[config.mk]
export PLATFORM = sky130hd
export DESIGN_NAME = mode_apply
export DESIGN_NICKNAME = d
export VERILOG_FILES = /design/src/rtl/mode_apply.sv
export SDC_FILE = /design/constraint.sdc
export NUM_CORES = 1
export LEC_CHECK = 0
export CAP_MARGIN = 10
export CORE_UTILIZATION = 25
export DETAILED_ROUTE_END_ITERATION = 16
export PLACE_DENSITY_LB_ADDON = 0.3
export SLEW_MARGIN = 0
export SYNTH_ARGS = -nofsm -noshare
export SYNTH_HDL_FRONTEND = slang
export SYNTH_SLANG_ARGS = --single-unit
[constraint.sdc]
create_clock -name clk -period 2.5 [get_ports clk]
set_input_delay 0.5 -clock clk [delete_from_list [all_inputs] [get_ports clk]]
set_output_delay 0.5 -clock clk [all_outputs]
set_load 0.01 [all_outputs]
[src/rtl/mode_apply.sv]
// mode_apply: commits a debounced switch-panel mode on a video frame edge.
// A legal mode code must hold steady for STABLE_CYCLES cycles. The block then
// waits for a vsync rising edge and hands the mode to the gesture pipeline
// over a req/ack handshake. active_mode changes only after the pipeline acks.
//
// state   | meaning
// IDLE    | active_mode matches mode_in (or mode_in is illegal), nothing pending
// SETTLE  | candidate mode seen, counting stable cycles
// WAIT_VS | candidate committed, waiting for a frame boundary
// REQ     | cfg_req raised, waiting for cfg_ack or timeout
module mode_apply #(
  parameter int STABLE_CYCLES = 50000,
  parameter int ACK_TIMEOUT   = 1024
) (
  input  logic       clk,
  input  logic       rst,
  input  logic [3:0] mode_in,
  input  logic       vsync,
  input  logic       cfg_ack,
  output logic       cfg_req,
  output logic [3:0] cfg_mode,
  output logic [3:0] active_mode,
  output logic       mode_changed,
  output logic       busy,
  output logic       err
);

  localparam logic [1:0] S_IDLE    = 2'd0;
  localparam logic [1:0] S_SETTLE  = 2'd1;
  localparam logic [1:0] S_WAIT_VS = 2'd2;
  localparam logic [1:0] S_REQ     = 2'd3;

  // Terminal counts; both counters stop here, so they never wrap.
  localparam logic [19:0] STABLE_LAST = 20'(STABLE_CYCLES - 1);
  localparam logic [15:0] ACK_LAST    = 16'(ACK_TIMEOUT - 1);

  logic [1:0]  state;
  logic [3:0]  cand;
  logic [19:0] cnt;
  logic [15:0] tcnt;
  logic        vsync_d;
  logic        vs_rise;
  logic        mode_legal;

  assign vs_rise    = vsync & ~vsync_d;
  assign mode_legal = (mode_in < 4'd7);
  assign busy       = (state != S_IDLE);

  // Delayed vsync for edge detection; resets high so a level-high vsync at
  // reset release does not look like a frame edge.
  always_ff @(posedge clk or posedge rst) begin
    if (rst) begin
      vsync_d <= 1'b1;
    end else begin
      vsync_d <= vsync;
    end
  end

  // Sequencing FSM: settle, frame alignment, handshake and commit.
  always_ff @(posedge clk or posedge rst) begin
    if (rst) begin
      state        <= S_IDLE;
      cand         <= 4'd0;
      cnt          <= 20'd0;
      tcnt         <= 16'd0;
      cfg_req      <= 1'b0;
      cfg_mode     <= 4'd0;
      active_mode  <= 4'd0;
      mode_changed <= 1'b0;
      err          <= 1'b0;
    end else begin
      mode_changed <= 1'b0;
      case (state)
        S_IDLE: begin
          if (mode_legal && (mode_in != active_mode)) begin
            cand  <= mode_in;
            cnt   <= 20'd0;
            state <= S_SETTLE;
          end
        end
        S_SETTLE: begin
          if (!mode_legal || (mode_in == active_mode)) begin
            state <= S_IDLE;
          end else if (mode_in != cand) begin
            // Switch bounced to another legal code: restart the stability window.
            cand <= mode_in;
            cnt  <= 20'd0;
          end else if (cnt == STABLE_LAST) begin
            state <= S_WAIT_VS;
          end else begin
            cnt <= cnt + 20'd1;
          end
        end
        S_WAIT_VS: begin
          if (vs_rise) begin
            cfg_req  <= 1'b1;
            cfg_mode <= cand;
            tcnt     <= 16'd0;
            state    <= S_REQ;
          end
        end
        S_REQ: begin
          // Ack takes priority over a simultaneous timeout.
          if (cfg_ack) begin
            active_mode  <= cfg_mode;
            cfg_req      <= 1'b0;
            mode_changed <= 1'b1;
            state        <= S_IDLE;
          end else if (tcnt == ACK_LAST) begin
            cfg_req <= 1'b0;
            err     <= 1'b1;
            state   <= S_IDLE;
          end else begin
            tcnt <= tcnt + 16'd1;
          end
        end
        default: begin
          state <= S_IDLE;
        end
      endcase
    end
  end

endmodule

* Word-level counts from Yosys, hierarchy flattened
Index checks and enable logic that the tools add are counted.
** Cells by class
- Add/subtract/negate cells :: 2
- Magnitude comparators :: 1
- Eq/ne operators :: 18
- Muxes and demuxes :: 27
- Bitwise logic cells :: 3
- Reductions and logical operators :: 15
** Operators by type and width (number)
- 20-bit two-way mux :: 4
- 16-bit two-way mux :: 3
- 20-bit one-hot mux with 2 select lines :: 1
- 16-bit one-hot mux with 2 select lines :: 1
- 20-bit by 1-bit adder with 20-bit output (second input constant) :: 1
- 20-bit by 16-bit == test with 1-bit output (second input constant) :: 1
- 16-bit by 1-bit adder with 16-bit output (second input constant) :: 1
- 16-bit by 10-bit == test with 1-bit output (second input constant) :: 1
- 2-bit two-way mux :: 7
- 4-bit two-way mux :: 3
- 2-bit inequality test (second input constant) :: 6
- 3-bit inequality test (second input constant) :: 4
- 4-bit AND reduction :: 3
- 4-bit inequality test :: 2
- 2-bit one-hot mux with 4 select lines :: 1
- 4-bit one-hot mux with 2 select lines :: 1
- 3-bit AND reduction :: 2
- 2-bit nonzero test :: 3
- 1-bit two-way mux :: 5
- 5-bit AND reduction :: 1
- 2-bit == test (second input constant) :: 2
- 4-bit == test :: 1
- 4-bit by 3-bit < comparator with 1-bit output (second input constant) :: 1
- 2-bit AND reduction :: 2
- 8 further kinds :: 9
** Storage, ports and cells
- Register bits :: 54
- Input port bits :: 8
- Output and inout bits :: 12
- Word-level logic and storage cells :: 76

* Depth between registers and ports, before layout
- Depth after elaboration :: 5
- Mapped depth :: 8
- Mapped depth without buffers :: 6

* Worst setup path after synthesis
OpenSTA, ideal clock, no wires.
- Kind :: input -> register
- Start :: in mode_in[2]
- End :: reg cnt[2]
- Setup time :: 0.066 ns
- Arrival time :: 1.895 ns
- Slack :: 0.539 ns
- Stages :: 6
- Cell sequence :: xor2_1 -> o41ai_4 -> a21oi_2 -> buf_2 -> or4_1 -> nand2_1
** On the way
- Longest elaborated chain between the ends :: 5
- Elaborated cells on any way between the ends :: 14
- Classes of those cells :: order compare (1); eq/ne (6); mux (3); reduce/logical (4)
** Ends and longest elaborated chain
- start, declared :: line 17 : input logic [3:0] mode_in,
- 4-bit by 3-bit < comparator with 1-bit output :: line 46 : assign mode_legal = (mode_in < 4'd7);
- 1-bit zero test :: line 82 : if (!mode_legal || (mode_in == active_mode)) begin
- 1-bit logical OR :: line 82
- 2-bit inequality test (no line)
- 4-bit AND reduction (no line)
- end signal, assigned :: line 91 : cnt <= cnt + 20'd1;
- end, declared :: line 39 : logic [19:0] cnt;
Parallel ways exist; a longest one is shown, timed or not. The select of a mux whose other input is x is not followed.
A chain may end at the register's enable or synchronous reset.

* Final worst setup path
- Start :: in mode_in[2]
- End :: reg cnt[18]
Same word-level chain as after synthesis.

==> results.yml <==
status:
  status: "finished, final reports clean"
power_and_ir_drop:
  p_leak_nw: 1.47
  power.switching_uw: 427
  pwr-share-comb_pct: 12.2
  p_seq_share_pct: 52.9
  p_total_mw: 1.70
  vdd_drop_max_mv: 0.287
  p_int_mw: 1.27
  p_clk_share_pct: 34.9
  p_per_area_nw_per_um2: 498
  p_sw_share_pct: 25.1
finish:
  area_growth_pct: 22.8
  postLayoutCoreUtil_pct: 31.5
  multiInputGateArea_um2: 1360
  nFillCells: 1156
  seq_area_um2: 1350
  num_antenna_cells: 0
  fin_nets: 330
  layout-drive-gt1-share_pct: 15.3
grt:
  antenna_found_initial: 0
  grt_use_met1_pct: 16.0
  gr-usage-met2_pct: 18.6
  grt_pass1_wl_um: 10600
  grt_use_met3_pct: 2.00
  grt-ovfl-total: 0
  grt_max_degree: 55
  gr-usage-all-layers_pct: 11.5
  busiest_layer: "met2"
  grt_pass1_vias: 2123
timing:
  relSlewSlack_pct: 62.5
  holdWs_ns: 0.485
  drv_slew: 0
  grt_setup_unrepaired: "no"
  finClkSkew_ns: 0.00986
  setup_tns_ns: 0
  finalCriticalPeriod_ns: 2.31
  finalHoldViolations: 0
  setup_viol: 0
  min_period_over_period_pct: 92.2
  worst_slew_pin_slew_ns: 0.555
  fmax_ghz: 0.434
synthesis:
  synth_area_leaders: "dfrtp_1, xor2_1, nand2_1, mux2_2, nor2_1"
  syn_area_per_cell_um2: 9.94
  yosys-top-cells-count: "dfrtp_1, nand2_1, nor2_1"
  synthCells: 280
  synth-edff-count: 0
  ys_seq_area_share_pct: 48.6
  synth-seq-cells: 54
  ys.flop_type: "dfrtp_1"
  synth.distinct_cells: 48
  synthArstFlopShare_pct: 100
  yosysMostFrequentCell: "dfrtp_1"
  syn-num-nets: 290
  ys.warnings.count: 0
  yosysTopAreaCellShare_pct: 47.7
  syn_area_um2: 2780
  yosys.area.top_type: "dfrtp_1"
setup_path:
  critPathBufInv: 2
  critPathSlowestCell: "clkdlybuf4s50_1"
  path_max_fanout: 9
  worst_path_dominant_cell_family: "compound AO/OA/AOI/OAI gates"
  critPathKind: "in2reg"
  worstPathCellList: "clkdlybuf4s50_1 -> a311oi_2 -> o41ai_4 -> buf_4 -> or3_1 -> or3_1 -> a21oi_1"
  timing.rr.start: "cnt[0]"
  worstPathArrival_ns: 2.54
  cp_data_required_time_ns: 2.74
  cp-startpoint: "mode_in[2]"
  crit_top_cell: "or3_1"
  max_stage_delay_ns: 0.47
  start_kind: "input pin"
  endpoint_kind: "flip-flop"
flow_run:
  maxCapViolCount: 0
cts:
  holdBufCountCts: 0
  cts_tree: "done"
  htree_levels: 2
  cts_sinks: 54
  numCtsBuffers: 5
  post_cts_resized: 0
  insertion_delay_ns: 0.31
  clockRootBuffer: "clkbuf_8"
  cts_setup_buffers: 0
  clk_pin_slew_worst_paths_ns: 0.10
  clock_path_buffers: 2
drt:
  drt-vias-per-instance: 4.85
  drc: 0
  drt-total-wl_um: 6230
  route.vias.total: 2234
  dr.pass1.iters: 4
  drt_iter0_drc: 142
  wl_per_cell_um: 13.5
  drt.antenna.violating_nets: 0
die:
  start_util_pct: 25.7
  die_y_um: 108
  dieArea_um2: 11600
  die_width_um: 108
  top_level_ports: 20
  core.rowCount: 38
  core_area_um2: 10800
worst_hold_path:
  hold_class: "reg2reg"
  hp-start: "err"
place:
  hpwl_um: 4480
  place_congestion: 0.740
  place.port_buffers: 19
metal layers:
layer,wire (um),up-vias
li1,-,1102
met1,3080,1087
met2,2920,45
met3,229,0
met4,0,0
met5,0,-
flip-flops by register name, summed over array words and instances (netlist names), named ones only:
name          cells
active_mode       4
cand              4
cfg_mode          4
cfg_req           1
cnt              20
err               1
mode_changed      1
state             1
tcnt             16
vsync_d           1
kinds of logic (layout without fill, tap and decap cells):
family / Yosys count / after routing / share of synthesized area (%)
xor gates and xnor gates: 26 / 26 / 8.18
muxes: 8 / 8 / 3.24
DFF: 54 / 54 / 48.6
adders and majority gates: 2 / 2 / 0.899
AOI/OAI and AO/OA: 45 / 45 / 12.4
buffers and inverters: 17 / 58 / 2.56
and+or+nand+nor: 128 / 128 / 24.1
stage by stage:
| step | cells | worst slack [ns] | instance area (um2) |
|---|---|---|---|
| global placement | 453 | -0.0818 | 3300 |
| CTS | 461 | 0.189 | 3420 |
| global route | 461 | 0.0931 | 3420 |
| finish | 461 | 0.195 | 3420 |
| detailed placement | 453 | -0.135 | 3300 |
| floorplan | 280 | 0.539 | 2780 |
cells in the final DEF, fill, tap and decap left out, types with 6 or more instances in the layout:
cell,n
o21ai_0,10
a21oi_1,6
xor2_1,18
dfrtp_1,53
buf_4,24
xnor2_1,8
clkdlybuf4s50_1,19
and4_1,6
nand4_1,14
nor2_1,24
mux2_2,8
nand2_1,35
nand3_1,12
worst register-to-register path, cell delays in order, from the launching register on:
cell and delay, ns:
dfrtp_1 0.42, ha_1 0.20, and3_1 0.32, nand3_1 0.21, or3_1 0.39, or3_1 0.31, a21oi_1 0.15
worst paths after layout:
check | endpoint | slack, ns | depth (start not counted)
worst max-delay path | cnt[18] | 0.19 | 7
worst min-delay path | err | 0.49 | 1
worst max register to register | cnt[18] | 0.44 | 6
worst min register to register | err | 0.49 | 1
max in group asynchronous | vsync_d | 1.65 | 3
min in group asynchronous | cnt[14] | 0.55 | 3
cell type report:
class,instances,share of cell area (%)
clock buffer,5,2.01
clock inverter,3,1.32
inverter,6,0.659
multi-input combinational,209,39.9
sequential,54,39.6
tap,140,5.12
timing repair buffer,44,11.4
power by group through the flow:
stage | logic [mW] | clock network (mW) | registers, mW
6_report | 0.208 | 0.593 | 0.900
5_1_grt | 0.231 | 0.639 | 0.902
4_1_cts | 0.214 | 0.614 | 0.900
3_5_place_dp | 0.211 | 0 | 0.917
3_3_place_gp | 0.210 | 0 | 0.917
2_1_floorplan | 0.112 | 0 | 0.914
Note: power is estimated with default switching activity, not from simulation.
